File: src/rtl/mvm_scheduler_pkg.sv
// Shared types and constants for the MVM engine scheduler.
// Optional watchdog in mvm_scheduler is enabled by defining MVM_SCHED_TIMEOUT_EN.
package mvm_sched_pkg;

    localparam int QN_DEF = 6;
    localparam int QM_DEF = 11;

    function automatic int LAYER_BITWIDTH(input int qn, input int qm);
        return qn + qm + 1;
    endfunction

    localparam int BITWIDTH = LAYER_BITWIDTH(QN_DEF, QM_DEF);

    // A single requester still gets a one-bit index so no port collapses to zero width.
    function automatic int idx_width(input int n);
        return (n > 1) ? $clog2(n) : 1;
    endfunction

    typedef logic [1:0] sched_state_t;

    localparam sched_state_t ST_IDLE    = 2'd0;
    localparam sched_state_t ST_START   = 2'd1;
    localparam sched_state_t ST_WAIT    = 2'd2;
    localparam sched_state_t ST_DELIVER = 2'd3;

endpackage

File: src/rtl/mvm_scheduler_if.sv
// Requester/engine bus of the MVM scheduler; the scheduler sits on the slave modport.
interface mvm_scheduler_if #(
    parameter int N_REQ    = 4,
    parameter int NROW     = 16,
    parameter int BITWIDTH = mvm_sched_pkg::BITWIDTH
) ();
    import mvm_sched_pkg::*;

    localparam int IDW = idx_width(N_REQ);

    logic [N_REQ-1:0]         req;
    logic [N_REQ-1:0]         grant;
    logic [N_REQ-1:0]         done;
    logic                     engine_start;
    logic                     engine_done;
    logic [BITWIDTH*NROW-1:0] engine_result;
    logic [BITWIDTH*NROW-1:0] result_vec;
    logic [IDW-1:0]           result_id;
    logic                     result_valid;
    logic                     err;

    modport slave (
        input  req,
        input  engine_done,
        input  engine_result,
        output grant,
        output done,
        output engine_start,
        output result_vec,
        output result_id,
        output result_valid,
        output err
    );

    modport master (
        output req,
        output engine_done,
        output engine_result,
        input  grant,
        input  done,
        input  engine_start,
        input  result_vec,
        input  result_id,
        input  result_valid,
        input  err
    );

endinterface

File: src/rtl/mvm_scheduler_rr_arbiter.sv
// Combinational round-robin search: first set request after last_idx, wrapping.
module rr_arbiter
    import mvm_sched_pkg::*;
#(
    parameter int N_REQ = 4,
    parameter int IDW   = idx_width(N_REQ)
) (
    input  logic [N_REQ-1:0] req,
    input  logic [IDW-1:0]   last_idx,
    output logic [N_REQ-1:0] gnt,
    output logic [IDW-1:0]   gnt_idx,
    output logic             any
);

    // Two passes instead of a modulo: indices above last_idx first, then the wrapped part.
    always_comb begin
        gnt     = '0;
        gnt_idx = '0;
        any     = 1'b0;
        for (int i = 0; i < N_REQ; i++) begin
            if (!any && req[i] && (i > int'(last_idx))) begin
                any     = 1'b1;
                gnt[i]  = 1'b1;
                gnt_idx = i[IDW-1:0];
            end
        end
        for (int i = 0; i < N_REQ; i++) begin
            if (!any && req[i] && (i <= int'(last_idx))) begin
                any     = 1'b1;
                gnt[i]  = 1'b1;
                gnt_idx = i[IDW-1:0];
            end
        end
    end

endmodule

File: src/rtl/mvm_scheduler.sv
// Time-shares one MVM engine among N_REQ requesters in round-robin order.
// Define MVM_SCHED_TIMEOUT_EN to build the WAIT-state watchdog (TIMEOUT_CYC cycles).
//
//   state   | meaning
//   IDLE    | no owner; pick round-robin winner when any req is set
//   START   | one-cycle engine_start pulse to the engine
//   WAIT    | owner holds the engine until engine_done (or watchdog)
//   DELIVER | one-cycle done / result_valid (or err) to the owner
module mvm_scheduler
    import mvm_sched_pkg::*;
#(
    parameter int NROW        = 16,
    parameter int QN          = 6,
    parameter int QM          = 11,
    parameter int N_REQ       = 4,
    parameter int TIMEOUT_CYC = 1024
) (
    input logic           clk,
    input logic           reset,
    mvm_scheduler_if.slave bus
);

    localparam int BW  = LAYER_BITWIDTH(QN, QM);
    localparam int VW  = BW * NROW;
    localparam int IDW = idx_width(N_REQ);

    sched_state_t     state_q, state_d;
    logic [N_REQ-1:0] grant_q, grant_d;
    logic [IDW-1:0]   id_q, id_d;
    logic [IDW-1:0]   last_q, last_d;
    logic [IDW-1:0]   result_id_q, result_id_d;
    logic [VW-1:0]    result_vec_q, result_vec_d;

    logic [N_REQ-1:0] arb_gnt;
    logic [IDW-1:0]   arb_idx;
    logic             arb_any;
    logic [N_REQ-1:0] done_oh;

`ifdef MVM_SCHED_TIMEOUT_EN
    localparam int WDW = $clog2(TIMEOUT_CYC + 1);
    logic [WDW-1:0] wd_cnt_q, wd_cnt_d;
    logic           abort_q, abort_d;
    logic           wd_hit;

    assign wd_hit = (wd_cnt_q == WDW'(TIMEOUT_CYC - 1));
`endif

    rr_arbiter #(
        .N_REQ (N_REQ),
        .IDW   (IDW)
    ) u_rr_arbiter (
        .req      (bus.req),
        .last_idx (last_q),
        .gnt      (arb_gnt),
        .gnt_idx  (arb_idx),
        .any      (arb_any)
    );

    always_comb begin
        state_d      = state_q;
        grant_d      = grant_q;
        id_d         = id_q;
        last_d       = last_q;
        result_id_d  = result_id_q;
        result_vec_d = result_vec_q;
`ifdef MVM_SCHED_TIMEOUT_EN
        wd_cnt_d     = wd_cnt_q;
        abort_d      = abort_q;
`endif
        case (state_q)
            ST_IDLE: begin
                grant_d = '0;
                if (arb_any) begin
                    grant_d = arb_gnt;
                    id_d    = arb_idx;
                    last_d  = arb_idx;
                    state_d = ST_START;
                end
            end
            ST_START: begin
`ifdef MVM_SCHED_TIMEOUT_EN
                wd_cnt_d = '0;
                abort_d  = 1'b0;
`endif
                state_d = ST_WAIT;
            end
            ST_WAIT: begin
                // req is deliberately ignored here: a dropped request still gets its done.
                if (bus.engine_done) begin
                    result_vec_d = bus.engine_result;
                    result_id_d  = id_q;
                    grant_d      = '0;
                    state_d      = ST_DELIVER;
                end
`ifdef MVM_SCHED_TIMEOUT_EN
                else if (wd_hit) begin
                    abort_d = 1'b1;
                    grant_d = '0;
                    state_d = ST_DELIVER;
                end else begin
                    wd_cnt_d = wd_cnt_q + WDW'(1);
                end
`endif
            end
            ST_DELIVER: begin
                grant_d = '0;
                state_d = ST_IDLE;
            end
            default: begin
                grant_d = '0;
                state_d = ST_IDLE;
            end
        endcase
    end

    always_ff @(posedge clk or negedge reset) begin
        if (!reset) begin
            state_q      <= ST_IDLE;
            grant_q      <= '0;
            id_q         <= '0;
            last_q       <= IDW'(N_REQ - 1);
            result_id_q  <= '0;
            result_vec_q <= '0;
        end else begin
            state_q      <= state_d;
            grant_q      <= grant_d;
            id_q         <= id_d;
            last_q       <= last_d;
            result_id_q  <= result_id_d;
            result_vec_q <= result_vec_d;
        end
    end

`ifdef MVM_SCHED_TIMEOUT_EN
    always_ff @(posedge clk or negedge reset) begin
        if (!reset) begin
            wd_cnt_q <= '0;
            abort_q  <= 1'b0;
        end else begin
            wd_cnt_q <= wd_cnt_d;
            abort_q  <= abort_d;
        end
    end
`endif

    always_comb begin
        done_oh = '0;
        if (state_q == ST_DELIVER) begin
            done_oh[id_q] = 1'b1;
        end
    end

    assign bus.grant        = grant_q;
    assign bus.done         = done_oh;
    assign bus.engine_start = (state_q == ST_START);
    assign bus.result_vec   = result_vec_q;
    assign bus.result_id    = result_id_q;

`ifdef MVM_SCHED_TIMEOUT_EN
    assign bus.result_valid = (state_q == ST_DELIVER) && !abort_q;
    assign bus.err          = (state_q == ST_DELIVER) && abort_q;
`else
    assign bus.result_valid = (state_q == ST_DELIVER);
    assign bus.err          = 1'b0;
`endif

endmodule

File: src/flat_wrapper.sv
// flat-port wrapper written by rule: the top's interface ports become plain ports
module mvm_scheduler_flat import mvm_sched_pkg::*;
#(
    parameter int NROW        = 16,
    parameter int QN          = 6,
    parameter int QM          = 11,
    parameter int N_REQ       = 4,
    parameter int TIMEOUT_CYC = 1024
)
  (clk, reset, bus_req, bus_engine_done, bus_engine_result, bus_grant, bus_done, bus_engine_start, bus_result_vec, bus_result_id, bus_result_valid, bus_err);
  mvm_scheduler_if #(.N_REQ(N_REQ), .NROW(NROW), .BITWIDTH((18))) bus_i ();
  input logic clk;
  input logic reset;
  input wire logic [$bits(bus_i.req)-1:0] bus_req;
  input wire logic [$bits(bus_i.engine_done)-1:0] bus_engine_done;
  input wire logic [$bits(bus_i.engine_result)-1:0] bus_engine_result;
  output wire logic [$bits(bus_i.grant)-1:0] bus_grant;
  output wire logic [$bits(bus_i.done)-1:0] bus_done;
  output wire logic [$bits(bus_i.engine_start)-1:0] bus_engine_start;
  output wire logic [$bits(bus_i.result_vec)-1:0] bus_result_vec;
  output wire logic [$bits(bus_i.result_id)-1:0] bus_result_id;
  output wire logic [$bits(bus_i.result_valid)-1:0] bus_result_valid;
  output wire logic [$bits(bus_i.err)-1:0] bus_err;
  assign bus_i.req = bus_req;
  assign bus_i.engine_done = bus_engine_done;
  assign bus_i.engine_result = bus_engine_result;
  assign bus_grant = bus_i.grant;
  assign bus_done = bus_i.done;
  assign bus_engine_start = bus_i.engine_start;
  assign bus_result_vec = bus_i.result_vec;
  assign bus_result_id = bus_i.result_id;
  assign bus_result_valid = bus_i.result_valid;
  assign bus_err = bus_i.err;
  mvm_scheduler #(.NROW(NROW), .QN(QN), .QM(QM), .N_REQ(N_REQ), .TIMEOUT_CYC(TIMEOUT_CYC)) u_core (.clk(clk), .reset(reset), .bus(bus_i));
endmodule
File: config.mk
export PLATFORM = sky130hd
export DESIGN_NAME = mvm_scheduler_flat
export DESIGN_NICKNAME = d
export VERILOG_FILES = /design/src/rtl/mvm_scheduler_pkg.sv /design/src/rtl/mvm_scheduler_if.sv /design/src/rtl/mvm_scheduler_rr_arbiter.sv /design/src/rtl/mvm_scheduler.sv /design/src/flat_wrapper.sv
export SDC_FILE = /design/constraint.sdc
export NUM_CORES = 1
export LEC_CHECK = 0
export CAP_MARGIN = 20
export CORE_AREA = 4 4 228 230
export CTS_CLUSTER_DIAMETER = 200
export DETAILED_ROUTE_END_ITERATION = 8
export DIE_AREA = 0 0 232 234
export PLACE_DENSITY_LB_ADDON = 0.1
export SYNTH_ARGS = -nofsm -noshare
export SYNTH_HDL_FRONTEND = slang
export SYNTH_SLANG_ARGS = --single-unit
File: constraint.sdc
create_clock -name clk -period 3.73 [get_ports clk]
set_input_delay 0.746 -clock clk [delete_from_list [all_inputs] [get_ports clk]]
set_output_delay 0.746 -clock clk [all_outputs]
set_load 0.02 [all_outputs]
==> results of run 1 <==
-- layout make-up --
class / count / area [um2]
Sequential cell: 300 / 7510
Multi-Input combinational cell: 352 / 4050
Tap cell: 672 / 841
Clock inverter: 10 / 106
Fill cell: 4806 / 30100
Inverter: 7 / 26.3
Clock buffer: 56 / 1120
Timing Repair Buffer: 609 / 6140
Antenna cell: 3 / 7.51
-- cells by family (layout without fill, tap and decap cells) --
family          count (synthesis)  count (layout)  share of synthesized area (%)
flops                         300             300                           63.5
simple gates                   32              32                           1.40
fa+ha+maj                       6               6                          0.635
mux                           291             291                           30.9
buf+inv                        42             682                           2.31
compound gates                 22              22                           1.22
other cells                     1               4                         0.0317
-- critical path, cell delays in order (launching register included) --
cell             delay, ns
dfrtp_1               0.42
ha_1                  0.30
nor3b_1               0.20
clkdlybuf4s50_1       0.64
-- power breakdown --
part           total (uW)  switching [uW]  internal, uW
Sequential           5810             857          4950
Clock                3650            1440          2210
Combinational        9430            4340          5090
Total               18900            6630         12300
-- flip-flops by register name (all words and copies together) (netlist names) --
name,cells
u_core.bus.grant,4
u_core.bus.result_id,2
u_core.bus.result_vec,288
u_core.id_q,2
u_core.last_q,2
u_core.state_q,2
-- per-layer routing --
metal / vias up / routed length [um] / GRT usage [%]
met4: 8 / 941 / 4.58
met1: 4019 / 15600 / 16.5
li1: 3674 / - / -
met2: 316 / 21900 / 26.8
met3: 60 / 3940 / 5.90
met5: - / 39 / 0
-- metrics by stage --
stage	instances	cell area [um2]
after floorplan	694	11800
after global placement	1940	18600
after detailed placement	1940	18600
after CTS	2006	19800
after global routing	2008	19800
final	2009	19800
-- cells in the final DEF, fill, tap and decap left out, types with 2 or more instances in the layout --
master / netlist / routed
a21o_1: 2 / 2
a21oi_1: 8 / 8
nand4_1: 3 / 3
nand3b_1: 3 / 3
nor2_1: 9 / 9
mux2_4: 100 / 100
inv_1: 7 / 7
buf_4: 1 / 9
ha_1: 6 / 6
clkbuf_8: 0 / 8
clkbuf_16: 0 / 39
nand2b_1: 3 / 3
clkbuf_1: 0 / 9
bufinv_16: 0 / 2
buf_12: 0 / 6
nand2_1: 7 / 6
o21ai_0: 7 / 7
nor3_1: 2 / 2
dfstp_2: 2 / 2
clkdlybuf4s50_1: 0 / 593
clkinv_2: 0 / 6
dfrtp_1: 298 / 298
diode_2: 0 / 3
mux2_2: 191 / 191
and3_1: 2 / 2
-- path summary, 6_finish.rpt --
kind | from | to | slack (ns)
worst min-delay path | reset | u_core.bus.result_vec[102]$_DFFE_PN0P_ | 0.15
max in group asynchronous | reset | u_core.bus.result_vec[37]$_DFFE_PN0P_ | 2.68
worst max-delay path | u_core.state_q[0]$_DFFE_PN0P_ | bus_done[0] | 0.89
worst max register to register | u_core.state_q[0]$_DFFE_PN0P_ | u_core.bus.result_vec[49]$_DFFE_PN0P_ | 1.56
worst min register to register | u_core.bus.grant[3]$_DFFE_PN0P_ | u_core.bus.grant[3]$_DFFE_PN0P_ | 0.49
min in group clk | u_core.bus.grant[3]$_DFFE_PN0P_ | u_core.bus.grant[3]$_DFFE_PN0P_ | 0.49
==> results_dict.tcl, run 1 <==
set metrics [dict create \
    outcome "finished, final reports clean" \
    fin_nets 1609 \
    synth_common_cells "dfrtp_1 (298), mux2_2 (191), mux2_4 (100), buf_2 (23), buf_6 (11)" \
    postCtsResizedCells 0 \
    start_util_pct 23.7 \
    first_pass_iters 4 \
    drt_iter0_drc 318 \
    cts_max_level 2 \
    core.rowCount 82 \
    maxCapViolCount 0 \
    finalMaxSlewViolations 0 \
    synth.area.top_cells "dfrtp_1 (63%), mux2_2 (18%), mux2_4 (13%)" \
    cp_data_arrival_time_ns 2.10 \
    synthArstFlopShare_pct 100 \
    cp.required_ns 2.98 \
    synthCells 694 \
    core_area_um2 49900 \
    fp.dieH_um 234 \
    cts_root_buffer "clkbuf_16" \
    worstSkewPairLatency_ns 0.54 \
    first_global_vias 8766 \
    cts_buffer_depth 3 \
    die_w_um 232 \
    p_leak_uw 0.00852 \
    die-area_um2 54300 \
    worstRegToRegCells 5 \
    ys.flop_type "dfrtp_1" \
    holdWs_ns 0.148 \
    vias_per_cell 4.02 \
    post-place-ws_ns 1.08 \
    post-route-period-util_pct 76.2 \
    setup_ws_ns 0.888 \
    grt_first_pass_wirelength_mm 60.8 \
    irDropWorstVdd_mv 0.471 \
    grt_start_max_net_pins 80 \
    p_per_area_nw_per_um2 954 \
    synthesis.area_um2 11800 \
    numCtsBuffers 38 \
    drc 0 \
    drt-total-wl_mm 42.5 \
    fmax_ghz 0.352 \
    vias 8077 \
    cts_setup_buffers 0 \
    ys_ff_latch 300 \
    synth_top_cell_by_area "dfrtp_1" \
    cts_tree "yes" \
    numPortBuffers 594 \
    grt.overflow.total 0 \
    hold_viol 0 \
    clkSlewWorstSetupHoldPaths_ns 0.06 \
    ant_nets 0 \
    track_usage_pct 15.0 \
    fin_crit_ns 2.84 \
    crit_type "flip-flop to primary output" \
    ys_seq_area_share_pct 63.5 \
    tightest_slew_ns 0.506 \
    final_core_util_pct 39.7 \
    rsz0062_at_grt "no" \
    numClockSinks 300 \
    skew_ns 0.00978 \
    p_total_uw 18900 \
    synth_top_area_share_pct 63.1 \
    routedWlPerCell_um 21.2 \
    synth_cell_type_count 28 \
    synth_edf_count 0 \
    crit_fanout 6 \
    slew-limit-headroom_pct 66.3 \
    end_kind "primary output" \
    synth_area_per_cell_um2 17.0 \
    finalSetupViolations 0 \
    start_kind "flip-flop" \
    drive_above_1_share_pct 27.6 \
    holdBufCountCts 0 \
    hold_path.class "primary input to asynchronous set/reset pin" \
    tns_ns 0 \
    num_io_pins 596 \
    gp_congestion 0.778 \
    hpwl_mm 32.2 \
    yosys_warnings 0 \
    area_growth_pct 67.4 \
    synth_most_common_cell "dfrtp_1" \
    antenna_found_initial 6 \
    syn-num-nets 995 \
]
No activity file was read; power rests on OpenSTA's default activity.
==> run 2: changes to the inputs <==
Clock period 3.73 ns to 2.6 ns, I/O delays scaled along.
==> run 2 against run 1 <==
Effect of this change: register-to-register slack worse by 0.94 ns; clock power increased by 44%; first-iteration DRC count fell by 31%; critical endpoint is now bus_engine_start; sequential cell count stayed put; largest power group unchanged; highest routed layer unchanged; clock-buffer cell count up 4; final cell count grew 0.55%; combinational power grew 44%; utilization rose by 0.32 points; global-route usage fell by 0.26 points; non-clock buffer count is 7 higher; die area unchanged.
==> results_dict.tcl, run 2 (synthesis results as in run 1) <==
set metrics [dict create \
    cts_root_buffer "clkbuf_16" \
    worstSkewPairLatency_ns 0.53 \
    hpwl_mm 32.4 \
    outcome "finished, final reports clean" \
    gp_congestion 0.782 \
    cp.required_ns 2.08 \
    intPower_uw 17700 \
    numCtsBuffers 38 \
    finalMaxSlewViolations 0 \
    crit_type "flip-flop to primary output" \
    top_usage_layer "met2" \
    drt-total-wl_mm 42.4 \
    antenna_found_initial 4 \
    cts_setup_buffers 0 \
    p_leak_uw 0.00865 \
    irDropWorstVdd_mv 0.536 \
    combPwrFrac_pct 50.0 \
    p_per_area_nw_per_um2 1360 \
    die-area_um2 54300 \
    vias_per_cell 3.98 \
    layout_common_cells "clkdlybuf4s50_1 (589), dfrtp_1 (298), mux2_2 (191)" \
    met2_usage_pct 26.6 \
    nFillCells 4735 \
    cp_cell_sequence "inv_1 -> ha_1 -> clkdlybuf4s50_1" \
    clkSlewWorstSetupHoldPaths_ns 0.06 \
    routedWlPerCell_um 21.0 \
    hold_viol 0 \
    cts_max_level 2 \
    p_sw_share_pct 35.0 \
    first_global_vias 8763 \
    start_util_pct 23.7 \
    drt_iter0_drc 219 \
    core_area_um2 49900 \
    grt.overflow.total 0 \
    start_kind "flip-flop" \
    drc 0 \
    cts_buffer_depth 3 \
    first_pass_iters 4 \
    final_common_cell "clkdlybuf4s50_1" \
    max_stage_delay_ns 0.63 \
    maxCapViolCount 0 \
    switchingPower_uw 9530 \
    critPathBufInv 2 \
    end_kind "primary output" \
    numPortBuffers 594 \
    rsz0062_at_grt "no" \
    use_met1_pct 16.3 \
    critPathTopFamily "buffers and inverters" \
    holdWs_ns 0.498 \
    stdcell_area_um2 20000 \
    crit_fanout 4 \
    fin_crit_ns 2.38 \
    cts_tree "yes" \
    tns_ns 0 \
    setup_ws_ns 0.222 \
    fmax_ghz 0.420 \
    pwr-share-seq_pct 30.7 \
    num_io_pins 596 \
    post-route-period-util_pct 91.5 \
    fp.dieH_um 234 \
    finalSetupViolations 0 \
    fin_nets 1616 \
    grt_first_pass_wirelength_mm 59.8 \
    met3_usage_pct 5.71 \
    ant_nets 0 \
    grt_start_max_net_pins 70 \
    numClockSinks 300 \
    drive_above_1_share_pct 28.1 \
    post-place-ws_ns 0.343 \
    largest_register_ffs 288 \
    placed_area_um2 18700 \
    track_usage_pct 14.7 \
    hold_path.class "flip-flop to flip-flop" \
    core.rowCount 82 \
    clkPwrFrac_pct 19.4 \
    cp_data_arrival_time_ns 1.86 \
    skew_ns 0.0166 \
    vias 8043 \
    die_w_um 232 \
    area_growth_pct 68.8 \
    cp_slowest_cell "clkdlybuf4s50_1" \
]
[run 2: changes by cell type in the layout (fill, tap and decap cells not counted), moves of 2 or more]
cell / delta
buf_12: +5
clkbuf_8: +5
clkdlybuf4s50_1: -4
diode_2: +2
dlymetal6s2s_1: +3
[run 2: area by class of cell]
class | count | area [um2] | share of cell area (%)
diodes | 5 | 12.5 | 0.0627
clock buffers | 60 | 1180 | 5.94
clock inverters | 8 | 68.8 | 0.345
inverters | 7 | 26.3 | 0.132
multi-input cells | 352 | 4050 | 20.3
flip-flops and latches | 300 | 7510 | 37.6
well taps | 672 | 841 | 4.21
repair buffers | 616 | 6260 | 31.4
[run 2: metrics by stage]
step | utilization, % | total power (uW) | instances
floorplan | - | 15400 | 694
global placement | 37.4 | 22100 | 1946
detailed placement | 37.4 | 22200 | 1946
CTS | 40.0 | 27800 | 2015
global route | 40.0 | 28600 | 2018
finish | 40.0 | 27200 | 2020
[run 2: worst register-to-register path, delay by kind of cell, from the launching register on]
family	cells	cell delay (ns)
buffers and inverters	3	0.60
DFF	1	0.42
muxes	1	0.39
adders and majority gates	1	0.29
and+or+nand+nor	1	0.17
[run 2: worst paths after layout]
check                      cells after the start  slack (ns)                       startpoint                                      to
max                                            3        0.22    u_core.state_q[1]$_DFFE_PN0P_                        bus_engine_start
min                                            2        0.50  u_core.bus.grant[3]$_DFFE_PN0P_         u_core.bus.grant[3]$_DFFE_PN0P_
max reg2reg                                    6        0.62    u_core.state_q[0]$_DFFE_PN0P_  u_core.bus.result_vec[256]$_DFFE_PN0P_
min reg2reg                                    2        0.50  u_core.bus.grant[3]$_DFFE_PN0P_         u_core.bus.grant[3]$_DFFE_PN0P_
max in group asynchronous                      3        1.32                            reset   u_core.bus.result_vec[62]$_DFFE_PN0P_
min in group asynchronous                      2        0.53                            reset   u_core.bus.result_vec[93]$_DFFE_PN0P_
[run 2: power by group through the flow]
stage	logic, uW	clock network [uW]	registers [uW]
finish	13600	5270	8350
detailed placement	13800	0	8400
floorplan	4130	0	11200
global placement	13800	0	8360
global route	14300	5670	8680
CTS	13900	5500	8370
[run 2: layer usage]
metal,up-vias,share of wire (%)
li1,3680,-
met2,299,52
met1,4010,37
met3,52,8.8
met5,-,0.031
met4,2,1.6
[run 2: what timing repair did]
item,4_1_cts,5_1_grt
cloned,0,0
hold buffers,1,0
endpoints found under the hold margin,41,0
setup endpoints to repair,4,3
gates resized for setup,2,3
